**config.mk**
```make
export PLATFORM = sky130hd
export DESIGN_NAME = note_lane_engine
export DESIGN_NICKNAME = d
export VERILOG_FILES = /design/src/rtl/game_pkg.sv /design/src/rtl/note_lane.sv /design/src/rtl/note_lane_engine.sv
export SDC_FILE = /design/constraint.sdc
export NUM_CORES = 1
export LEC_CHECK = 0
export CORE_ASPECT_RATIO = 0.7
export CORE_MARGIN = 1
export CORE_UTILIZATION = 51
export CTS_BUF_LIST = sky130_fd_sc_hd__clkbuf_4 sky130_fd_sc_hd__clkbuf_8
export DETAILED_ROUTE_END_ITERATION = 10
export GPL_TIMING_DRIVEN = 0
export PLACE_DENSITY_LB_ADDON = 0.3
export RECOVER_POWER = 100
export SLEW_MARGIN = 10
export SYNTH_ARGS = -nofsm -noshare
export SYNTH_HDL_FRONTEND = slang
export SYNTH_HIERARCHICAL = 1
export SYNTH_SLANG_ARGS = --single-unit
```
**constraint.sdc**
```tcl
create_clock -name clk -period 4.25 [get_ports clk]
set_input_delay 1.275 -clock clk [delete_from_list [all_inputs] [get_ports clk]]
set_output_delay 1.275 -clock clk [all_outputs]
set_load 0.02 [all_outputs]
```
**src/rtl/game_pkg.sv**
```systemverilog
// Shared types and helpers for the scrolling-note game core.
package game_pkg;

  typedef enum logic [1:0] {
    IDLE = 2'd0,
    RUN  = 2'd1,
    OVER = 2'd2
  } game_state_t;

  localparam int unsigned MAX_LANES = 8;
  localparam int unsigned CNT_W     = 4;

  // Number of set bits in a lane vector (up to MAX_LANES lanes).
  function automatic logic [CNT_W-1:0] popcount(input logic [MAX_LANES-1:0] v);
    logic [CNT_W-1:0] c;
    c = '0;
    for (int i = 0; i < int'(MAX_LANES); i++) begin
      c = c + CNT_W'(v[i]);
    end
    return c;
  endfunction

endpackage

```
**src/rtl/note_lane.sv**
```systemverilog
// One note lane: a shift register scrolling from the spawn cell toward the hit cell (cell 0).
module note_lane #(
  parameter int unsigned LANE_LEN = 7
) (
  input  logic                clk,
  input  logic                reset,
  input  logic                clear_i,
  input  logic                tick_i,
  input  logic                spawn_i,
  input  logic                clear_hit_i,
  output logic [LANE_LEN-1:0] cells_o,
  output logic                cell0_o,
  output logic                escaped_c
);

  logic [LANE_LEN-1:0] cells_q;

  // A hit on a tick cycle needs no explicit clear: cell 0 shifts out anyway.
  always_ff @(posedge clk or posedge reset) begin
    if (reset) begin
      cells_q <= '0;
    end else if (clear_i) begin
      cells_q <= '0;
    end else if (tick_i) begin
      cells_q <= {spawn_i, cells_q[LANE_LEN-1:1]};
    end else if (clear_hit_i) begin
      cells_q[0] <= 1'b0;
    end
  end

  assign cells_o   = cells_q;
  assign cell0_o   = cells_q[0];
  assign escaped_c = tick_i & cells_q[0] & ~clear_hit_i;

endmodule

```
**src/rtl/note_lane_engine.sv**
```systemverilog
// Scrolling-note game core: lanes, tick divider, press scoring, miss limit and game FSM.
module note_lane_engine
  import game_pkg::*;
#(
  parameter int unsigned NUM_LANES  = 2,
  parameter int unsigned LANE_LEN   = 7,
  parameter int unsigned TICK_DIV   = 1_000_000,
  parameter int unsigned SCORE_W    = 8,
  parameter int unsigned MISS_LIMIT = 5,
  parameter int unsigned MISS_W     = 4
) (
  input  logic                          clk,
  input  logic                          reset,
  input  logic                          start,
  input  logic [NUM_LANES-1:0]          button,
  input  logic                          spawn_valid,
  input  logic [NUM_LANES-1:0]          spawn_lanes,
  output logic                          spawn_ready,
  output logic [NUM_LANES*LANE_LEN-1:0] lane_disp,
  output logic                          hit,
  output logic                          miss,
  output logic [SCORE_W-1:0]            score,
  output logic [MISS_W-1:0]             misses,
  output logic                          running,
  output logic                          game_over
);

  localparam int unsigned TICK_W = $clog2(TICK_DIV);
  localparam int unsigned SUM_SW = ((SCORE_W > CNT_W) ? SCORE_W : CNT_W) + 1;
  localparam int unsigned SUM_MW = ((MISS_W > CNT_W) ? MISS_W : CNT_W) + 1;
  localparam logic [SCORE_W-1:0] SCORE_MAX = '1;
  localparam logic [MISS_W-1:0]  MISS_MAX  = MISS_W'(MISS_LIMIT);
  localparam logic [TICK_W-1:0]  TICK_LAST = TICK_W'(TICK_DIV - 1);

  game_state_t          state_q;
  logic [TICK_W-1:0]    tick_cnt_q;
  logic [NUM_LANES-1:0] button_q;
  logic [SCORE_W-1:0]   score_q, score_d;
  logic [MISS_W-1:0]    misses_q, misses_d;
  logic                 hit_q, miss_q;

  logic                 run, tick, scoring, clear_all;
  logic [NUM_LANES-1:0] press, cell0, escaped, hit_vec, wrong_vec, esc_vec;
  logic [CNT_W-1:0]     hit_cnt, miss_cnt;
  logic [SUM_SW-1:0]    score_sum;
  logic [SUM_MW-1:0]    miss_sum;

  assign run       = (state_q == RUN);
  assign tick      = run && (tick_cnt_q == TICK_LAST);
  assign scoring   = run && (misses_q < MISS_MAX);
  assign clear_all = (state_q != RUN) && start;
  assign press     = scoring ? (button & ~button_q) : '0;
  assign hit_vec   = press & cell0;
  assign wrong_vec = press & ~cell0;
  assign esc_vec   = scoring ? escaped : '0;

  for (genvar l = 0; l < int'(NUM_LANES); l++) begin : g_lane
    note_lane #(.LANE_LEN(LANE_LEN)) u_lane (
      .clk         (clk),
      .reset       (reset),
      .clear_i     (clear_all),
      .tick_i      (tick),
      .spawn_i     (spawn_valid & spawn_lanes[l]),
      .clear_hit_i (hit_vec[l]),
      .cells_o     (lane_disp[l*LANE_LEN +: LANE_LEN]),
      .cell0_o     (cell0[l]),
      .escaped_c   (escaped[l])
    );
  end

  // A lane cannot both take a wrong press and lose a note, so miss_cnt never exceeds NUM_LANES.
  always_comb begin
    hit_cnt   = popcount(MAX_LANES'(hit_vec));
    miss_cnt  = popcount(MAX_LANES'(wrong_vec)) + popcount(MAX_LANES'(esc_vec));
    score_sum = SUM_SW'(score_q) + SUM_SW'(hit_cnt);
    miss_sum  = SUM_MW'(misses_q) + SUM_MW'(miss_cnt);
    score_d   = (score_sum > SUM_SW'(SCORE_MAX)) ? SCORE_MAX : SCORE_W'(score_sum);
    misses_d  = (miss_sum >= SUM_MW'(MISS_MAX)) ? MISS_MAX : MISS_W'(miss_sum);
  end

  always_ff @(posedge clk or posedge reset) begin
    if (reset) begin
      state_q    <= IDLE;
      tick_cnt_q <= '0;
      button_q   <= '0;
      score_q    <= '0;
      misses_q   <= '0;
      hit_q      <= 1'b0;
      miss_q     <= 1'b0;
    end else begin
      button_q <= button;
      hit_q    <= 1'b0;
      miss_q   <= 1'b0;
      case (state_q)
        IDLE, OVER: begin
          if (start) begin
            state_q    <= RUN;
            tick_cnt_q <= '0;
            score_q    <= '0;
            misses_q   <= '0;
          end
        end
        RUN: begin
          tick_cnt_q <= tick ? '0 : tick_cnt_q + TICK_W'(1);
          if (misses_q == MISS_MAX) begin
            state_q <= OVER;
          end else begin
            score_q  <= score_d;
            misses_q <= misses_d;
            hit_q    <= (hit_cnt != '0);
            miss_q   <= (miss_cnt != '0);
          end
        end
        default: state_q <= IDLE;
      endcase
    end
  end

  assign spawn_ready = tick;
  assign running     = run;
  assign game_over   = (state_q == OVER);
  assign score       = score_q;
  assign misses      = misses_q;
  assign hit         = hit_q;
  assign miss        = miss_q;

endmodule

```
# Word-level counts from Yosys, hierarchy flattened
# Cells that the tools add are included.
[word_totals]
word_cells = 84
mem_bits_ro = 0
latch_bits = 0
reg_bits = 52
memories = 0
ram_bits = 0
[op_classes]
mul = 0
n_shift = 0
mux = 28
n_reduce_logical = 14
eq_ne = 8
add_sub_neg = 7
magnitude_cmp = 3
n_bitwise = 13
div_mod_pow = 0
[ops]
columns = ["cell", "count"]
rows = [
  ["20-bit 2-to-1 mux", 2],
  ["20-bit one-hot mux with 2 select lines", 1],
  ["8-bit 2-to-1 mux", 3],
  ["20-bit by 1-bit adder with 20-bit output, second input constant", 1],
  ["20-bit equality test, second input constant", 1],
  ["8-bit one-hot mux with 2 select lines", 1],
  ["7-bit 2-to-1 mux", 2],
  ["4-bit 2-to-1 mux", 3],
  ["6-bit 2-to-1 mux", 2],
  ["8-bit by 2-bit adder with 9-bit output", 1],
  ["9-bit by 8-bit greater-than comparator with 1-bit output, second input constant", 1],
  ["1-bit 2-to-1 mux", 8],
  ["2-bit 2-to-1 mux", 4],
  ["4-bit one-hot mux with 2 select lines", 1],
  ["4-bit nonzero test", 2],
  ["1-bit by 1-bit adder with 2-bit output", 3],
  ["1-bit bitwise AND", 6],
  ["2-bit bitwise AND", 3],
  ["3-bit nonzero test", 2],
  ["4-bit by 3-bit adder with 5-bit output", 1],
  ["5-bit by 3-bit greater-or-equal comparator with 1-bit output, second input constant", 1],
  ["4-bit by 3-bit equality test with 1-bit output, second input constant", 1],
  ["4-bit by 3-bit less-than comparator with 1-bit output, second input constant", 1],
  ["2-bit by 1-bit != test with 1-bit output, second input constant", 2],
  ["13 further kinds", 20],
]

# Depth between registers and ports, before layout
[depth]
ltp_word = 14
ltp_mapped = 18

# Modules after synthesis
# The synthesis kept the hierarchy.
[modules_own_cells]
columns = ["module", "instances", "seq_area_each_um2", "area_per_inst_um2", "cells_per_inst"]
rows = [
  ["note_lane_engine", 1, 950.9, 2289.7, 256],
  ["note_lane", 2, 175.2, 307.8, 26],
]

# Worst setup path after synthesis
# OpenSTA, ideal clock, no wires.
[synth_timing]
path_type = "register -> register"
start = "reg tick_cnt_q[8]"
end = "reg misses_q[0], in the netlist misses[0]"
setup_ns = 0.121
arrival_time_ns = 4.428
setup_slack_ns = -0.299
t_required_ns = 4.129
stages_incl_launch_ff = 18
cell_sequence = "dfrtp_1 > or4b_4 > nor4b_4 > nand2_1 > nor2_1 > buf_6 > and3b_2 > and2_1 > fa_1 > ha_1 > ha_1 > inv_1 > fa_1 > nor2b_1 > nand4_1 > o31ai_1 > a32oi_1 > a22o_1"
[synth_between]
elab_chain_len = 12
elab_cells_between_ends = 14
[synth_lines]
columns = ["item", "line_no", "text"]
rows = [
  ["start, declared", "note_lane_engine.sv:36", "logic [TICK_W-1:0] tick_cnt_q;"],
  ["start signal, assigned", "note_lane_engine.sv:104", "tick_cnt_q <= tick ? '0 : tick_cnt_q + TICK_W'(1);"],
  ["20-bit equality test (*)", "note_lane_engine.sv:49", "assign tick = run && (tick_cnt_q == TICK_LAST);"],
  ["1-bit logical AND (*)", "note_lane_engine.sv:49", ""],
  ["net spawn_ready", "note_lane_engine.sv:18", "output logic spawn_ready,"],
  ["1-bit bitwise AND (*) (2 in a row)", "note_lane.sv:33", "assign escaped_c = tick_i & cells_q[0] & ~clear_hit_i;"],
  ["net escaped[1]", "note_lane_engine.sv:43", "logic [NUM_LANES-1:0] press, cell0, escaped, hit_vec, wrong_vec, esc_vec;"],
  ["2-bit 2-to-1 mux (*)", "note_lane_engine.sv:55", "assign esc_vec = scoring ? escaped : '0;"],
  ["1-bit by 1-bit adder with 2-bit output (*)", "game_pkg.sv:18", "c = c + CNT_W'(v[i]);"],
  ["2-bit by 2-bit adder with 3-bit output (*)", "note_lane_engine.sv:74", "miss_cnt = popcount(MAX_LANES'(wrong_vec)) + popcount(MAX_LANES'(esc_vec));"],
  ["4-bit by 3-bit adder with 5-bit output (*)", "note_lane_engine.sv:76", "miss_sum = SUM_MW'(misses_q) + SUM_MW'(miss_cnt);"],
  ["5-bit by 3-bit greater-or-equal comparator with 1-bit output", "note_lane_engine.sv:78", "misses_d = (miss_sum >= SUM_MW'(MISS_MAX)) ? MISS_MAX : MISS_W'(miss_sum);"],
  ["4-bit 2-to-1 mux (*)", "note_lane_engine.sv:78", ""],
  ["4-bit 2-to-1 mux (*)", "note_lane_engine.sv:105", "if (misses_q == MISS_MAX) begin"],
  ["4-bit one-hot mux with 2 select lines (*)", "note_lane_engine.sv:94", "case (state_q)"],
  ["end signal, assigned", "note_lane_engine.sv:109", "misses_q <= misses_d;"],
  ["end, declared", "note_lane_engine.sv:39", "logic [MISS_W-1:0] misses_q, misses_d;"],
]
# The timed path passes the listed nets; every way through them passes the cells marked *. The select of a mux whose other input is x is not followed.
# A chain may end at the register's enable or synchronous reset.

# Worst setup path in the final report
[layout_timing]
start = "in button[0]"
end = "reg misses_q[0], in the netlist misses[0]"
[layout_between]
elab_chain_len = 13
elab_cells_between_ends = 15
[layout_lines]
columns = ["item", "line_no", "text"]
rows = [
  ["start, declared", "note_lane_engine.sv:15", "input logic [NUM_LANES-1:0] button,"],
  ["2-bit bitwise AND (*)", "note_lane_engine.sv:52", "assign press = scoring ? (button & ~button_q) : '0;"],
  ["2-bit 2-to-1 mux (*)", "note_lane_engine.sv:52", ""],
  ["2-bit bitwise AND", "note_lane_engine.sv:53", "assign hit_vec = press & cell0;"],
  ["1-bit NOT", "note_lane.sv:33", ""],
  ["1-bit bitwise AND", "note_lane.sv:33", ""],
  ["2-bit 2-to-1 mux", "note_lane_engine.sv:55", ""],
  ["1-bit by 1-bit adder with 2-bit output", "game_pkg.sv:18", ""],
  ["2-bit by 2-bit adder with 3-bit output (*)", "note_lane_engine.sv:74", ""],
  ["4-bit by 3-bit adder with 5-bit output (*)", "note_lane_engine.sv:76", ""],
  ["5-bit by 3-bit greater-or-equal comparator with 1-bit output", "note_lane_engine.sv:78", ""],
  ["4-bit 2-to-1 mux (*)", "note_lane_engine.sv:78", ""],
  ["4-bit 2-to-1 mux (*)", "note_lane_engine.sv:105", ""],
  ["4-bit one-hot mux with 2 select lines (*)", "note_lane_engine.sv:94", ""],
]
# Every way passes the cells marked *; elsewhere a longest branch is shown, timed or not. The select of a mux whose other input is x is not followed.

==> impl_metrics.py <==
metrics = {
    "status": {
        "outcome": "complete, no violations",
    },
    "global_route": {
        "grt_util_all_layers_pct": 24.1,
        "grt_pass1_vias": 2366,
        "grt_pass1_wl_mm": 11.2,
        "overflow": 0,
        "grt_max_degree": 21,
        "antenna_found_initial": 0,
    },
    "logic_synthesis": {
        "synth.distinct_cells": 51,
        "netlist_area_um2": 2910,
        "synth_edf_count": 0,
        "synthArstFlopShare_pct": 100,
        "syn_area_per_cell_um2": 9.43,
        "synth_nets": 329,
        "syn_inst": 308,
        "synth-seq-cells": 52,
        "yosys_warnings": 6,
        "ys.flop_type": "dfrtp_1",
        "yosysSeqAreaShare_pct": 44.8,
    },
    "placement": {
        "gp_congestion": 0.853,
        "port_buffers": 38,
        "place_worst_setup_slack_ns": -0.654,
        "dp_hpwl_mm": 4.76,
    },
    "floorplan": {
        "die_w_um": 92.2,
        "dieArea_um2": 6010,
        "initial_utilization_pct": 54.1,
        "core_area_um2": 5370,
        "std_cell_rows": 22,
        "ios": 39,
        "die_y_um": 65.2,
    },
    "setup_path": {
        "ff2ff_path_depth": 16,
        "cp_data_arrival_time_ns": 4.36,
        "critical_path_required_ns": 4.45,
        "cp-start-kind": "input pin",
        "cp_num_cells": 12,
        "r2r_start": "tick_cnt_q[8]",
        "rrSetupSlack_ns": 0.10,
        "cp_top_family": "adder cells",
        "crit_chain": "dlygate4sd3_1, nor4bb_2, fa_1, ha_4, ha_4, inv_2, fa_1, nor2b_4, nand4_1, o31ai_2, a32oi_2, a22o_1",
        "crit_buf_inv": 2,
        "path_class": "input pin to flop",
        "critical_path.max_fanout": 3,
        "max_stage_delay_ns": 0.56,
        "endpoint_kind": "flop",
        "slowest_stage": "dlygate4sd3_1",
        "r2r-end": "misses[0]",
    },
    "cells_and_area": {
        "multi_input_area_um2": 1590,
        "utilization_pct": 68.4,
        "final-seq-area_um2": 1300,
        "final_nets": 389,
        "area_growth_pct": 26.4,
        "layout-drive-gt1-share_pct": 13.9,
        "num-fill-cells": 406,
        "antennaDiodeCount": 0,
    },
    "hold_path": {
        "hold_path.class": "flop to flop",
        "holdPathStages": 2,
        "hold_path.startpoint": "score[0]",
        "hold_end": "score[0]",
    },
    "sta": {
        "max_freq_mhz": 240,
        "min_period_ns": 4.16,
        "finalSetupViolCount": 0,
        "rsz0062_at_grt": "yes",
        "drv_slew": 0,
        "slew_headroom_pct": 31.8,
        "period_share_pct": 98.0,
        "hold_viol": 0,
        "clock_skew_ns": 0.00952,
        "fin_ws_ns": 0.0854,
        "tightest_slew_ns": 1.02,
        "setup_tns_ns": 0,
    },
    "power": {
        "switching_share_pct": 40.3,
        "power_frac_clock_pct": 17.2,
        "peakVddDrop_v": 0.000218,
        "p_leak_nw": 1.72,
        "p_switching_mw": 0.635,
        "seqPwrFrac_pct": 39.0,
        "pwr-share-comb_pct": 43.8,
        "p_int_mw": 0.939,
        "p_per_area_nw_per_um2": 428,
        "power.total_mw": 1.57,
    },
    "clock_tree": {
        "cts_made_buffers": 5,
        "cts.sinks": 52,
        "cts_tree": "yes",
        "cts_buffer_depth": 2,
        "ctsRootBufferMaster": "clkbuf_8",
        "clk_latency_ns": 0.30,
        "clk_pin_slew_ns": 0.09,
        "htreeDepth": 2,
        "hold_buffers": 0,
    },
    "detailed_routing": {
        "via_per_inst": 5.80,
        "ant_nets": 0,
        "drt_pass1_iterations": 4,
        "num_vias": 2550,
        "wire_per_inst_um": 15.2,
        "finalWirelength_mm": 6.69,
        "drtIter0Drc": 170,
        "drc": 0,
    },
    "flow_run": {
        "max_cap_viol_count": 0,
    },
}
[layout by cell type (no fill, tap or decap), drive strengths merged, types with 3 or more instances in the layout]
master,n
clkbuf,11
buf,19
o21ai,12
nor3,12
nand4,7
xnor2,3
a31oi,4
nand2b,3
nand3,11
ha,10
fa,3
mux2i,15
and3,7
nand2,32
a21oi,16
inv,17
o22ai,4
a21o,3
and2,7
dfrtp,52
a22o,4
dlygate4sd3,29
nor2b,3
clkdlybuf4s50,8
nor2,39
[worst max path at each step]
stage / from / slack [ns] / end
final: button[0] / 0.09 / misses[0]
after global routing: tick_cnt_q[8] / -0.1 / misses[0]
after CTS: tick_cnt_q[11] / -0.02 / misses[0]
after detailed placement: button[1] / -0.65 / misses[0]
after global placement: button[1] / -0.57 / misses[0]
after floorplan: tick_cnt_q[8] / -0.03 / misses[0]
[power groups by stage]
stage	sequential (mW)	combinational [mW]	clock, mW
2_1_floorplan	0.630	0.402	0
3_3_place_gp	0.616	0.588	0
3_5_place_dp	0.619	0.611	0
4_1_cts	0.611	0.648	0.278
5_1_grt	0.623	0.763	0.301
6_report	0.613	0.690	0.271
[synthesized netlist by cell type, drive strengths merged, types with 5 or more instances]
master   n  area, um2
a21oi   16       83.8
nand3   11       55.1
nand2   32        120
buf      5       42.5
inv     17       63.8
nor3    12       60.1
mux2i   15        150
nor2    39        146
dfrtp   52       1300
ha      10        125
nand4    7       43.8
o21ai   12       60.1
clkbuf   5       18.8
and3     7       43.8
and2     7       43.8
[area by class of cell]
cell class,instances,area share [%]
Multi-Input combinational cell,229,43.2
Tap cell,72,2.45
Buffer,9,1.40
Clock buffer,5,1.87
Inverter,17,1.74
Timing Repair Buffer,54,13.5
Sequential cell,52,35.5
Clock inverter,2,0.341
[layer usage]
layer,routed length (um),vias to the layer above,global-route usage (%),part of all wire (%)
met5,0,-,0,0
met4,56,0,6.25,0.84
met3,473,7,4.17,7.1
met2,2970,98,36.8,44
met1,3190,1222,35.5,48
li1,-,1223,-,-
[registers in the layout, indices dropped and copies added (netlist names)]
| signal | flops |
|---|---|
| g_lane.u_lane/cells_o | 14 |
| miss | 1 |
| tick_cnt_q | 20 |
| misses | 4 |
| hit | 1 |
| score | 8 |
| state_q | 2 |
| button_q | 2 |
[worst register-to-register path: cells and delay by family (launching register included)]
family	cells	cell delay, ns
AO/OA/AOI/OAI	3	0.49
flip-flops	1	0.42
adder cells (fa/ha/maj)	4	1.40
buffers and inverters	1	0.03
AND/OR/NAND/NOR	8	1.71
[timing repair]
item / 4_1_cts / 5_1_grt
setup endpoints to repair: 2 / 3
pin swaps: 9 / 9
resized for setup: 12 / 10
setup buffers: 10 / 5
[stage by stage]
stage / instances / hold WS (ns) / area, um2
5_1_grt: 440 / 0.555 / 3670
6_report: 440 / 0.513 / 3670
3_5_place_dp: 419 / 0.499 / 3420
4_1_cts: 436 / 0.519 / 3630
2_1_floorplan: 308 / 0.484 / 2920
3_3_place_gp: 418 / 0.488 / 3390
[kinds of logic after synthesis]
| group | after synthesis | share of synthesized area [%] |
|---|---|---|
| buffers and inverters | 27 | 4.31 |
| multiplexers | 16 | 5.56 |
| XOR/XNOR | 3 | 0.905 |
| adder cells (fa/ha/maj) | 13 | 6.37 |
| AND/OR/NAND/NOR | 142 | 26.1 |
| flip-flops | 52 | 44.8 |
| AO/OA/AOI/OAI | 55 | 12.0 |
Power figures use the tool's default switching activity.
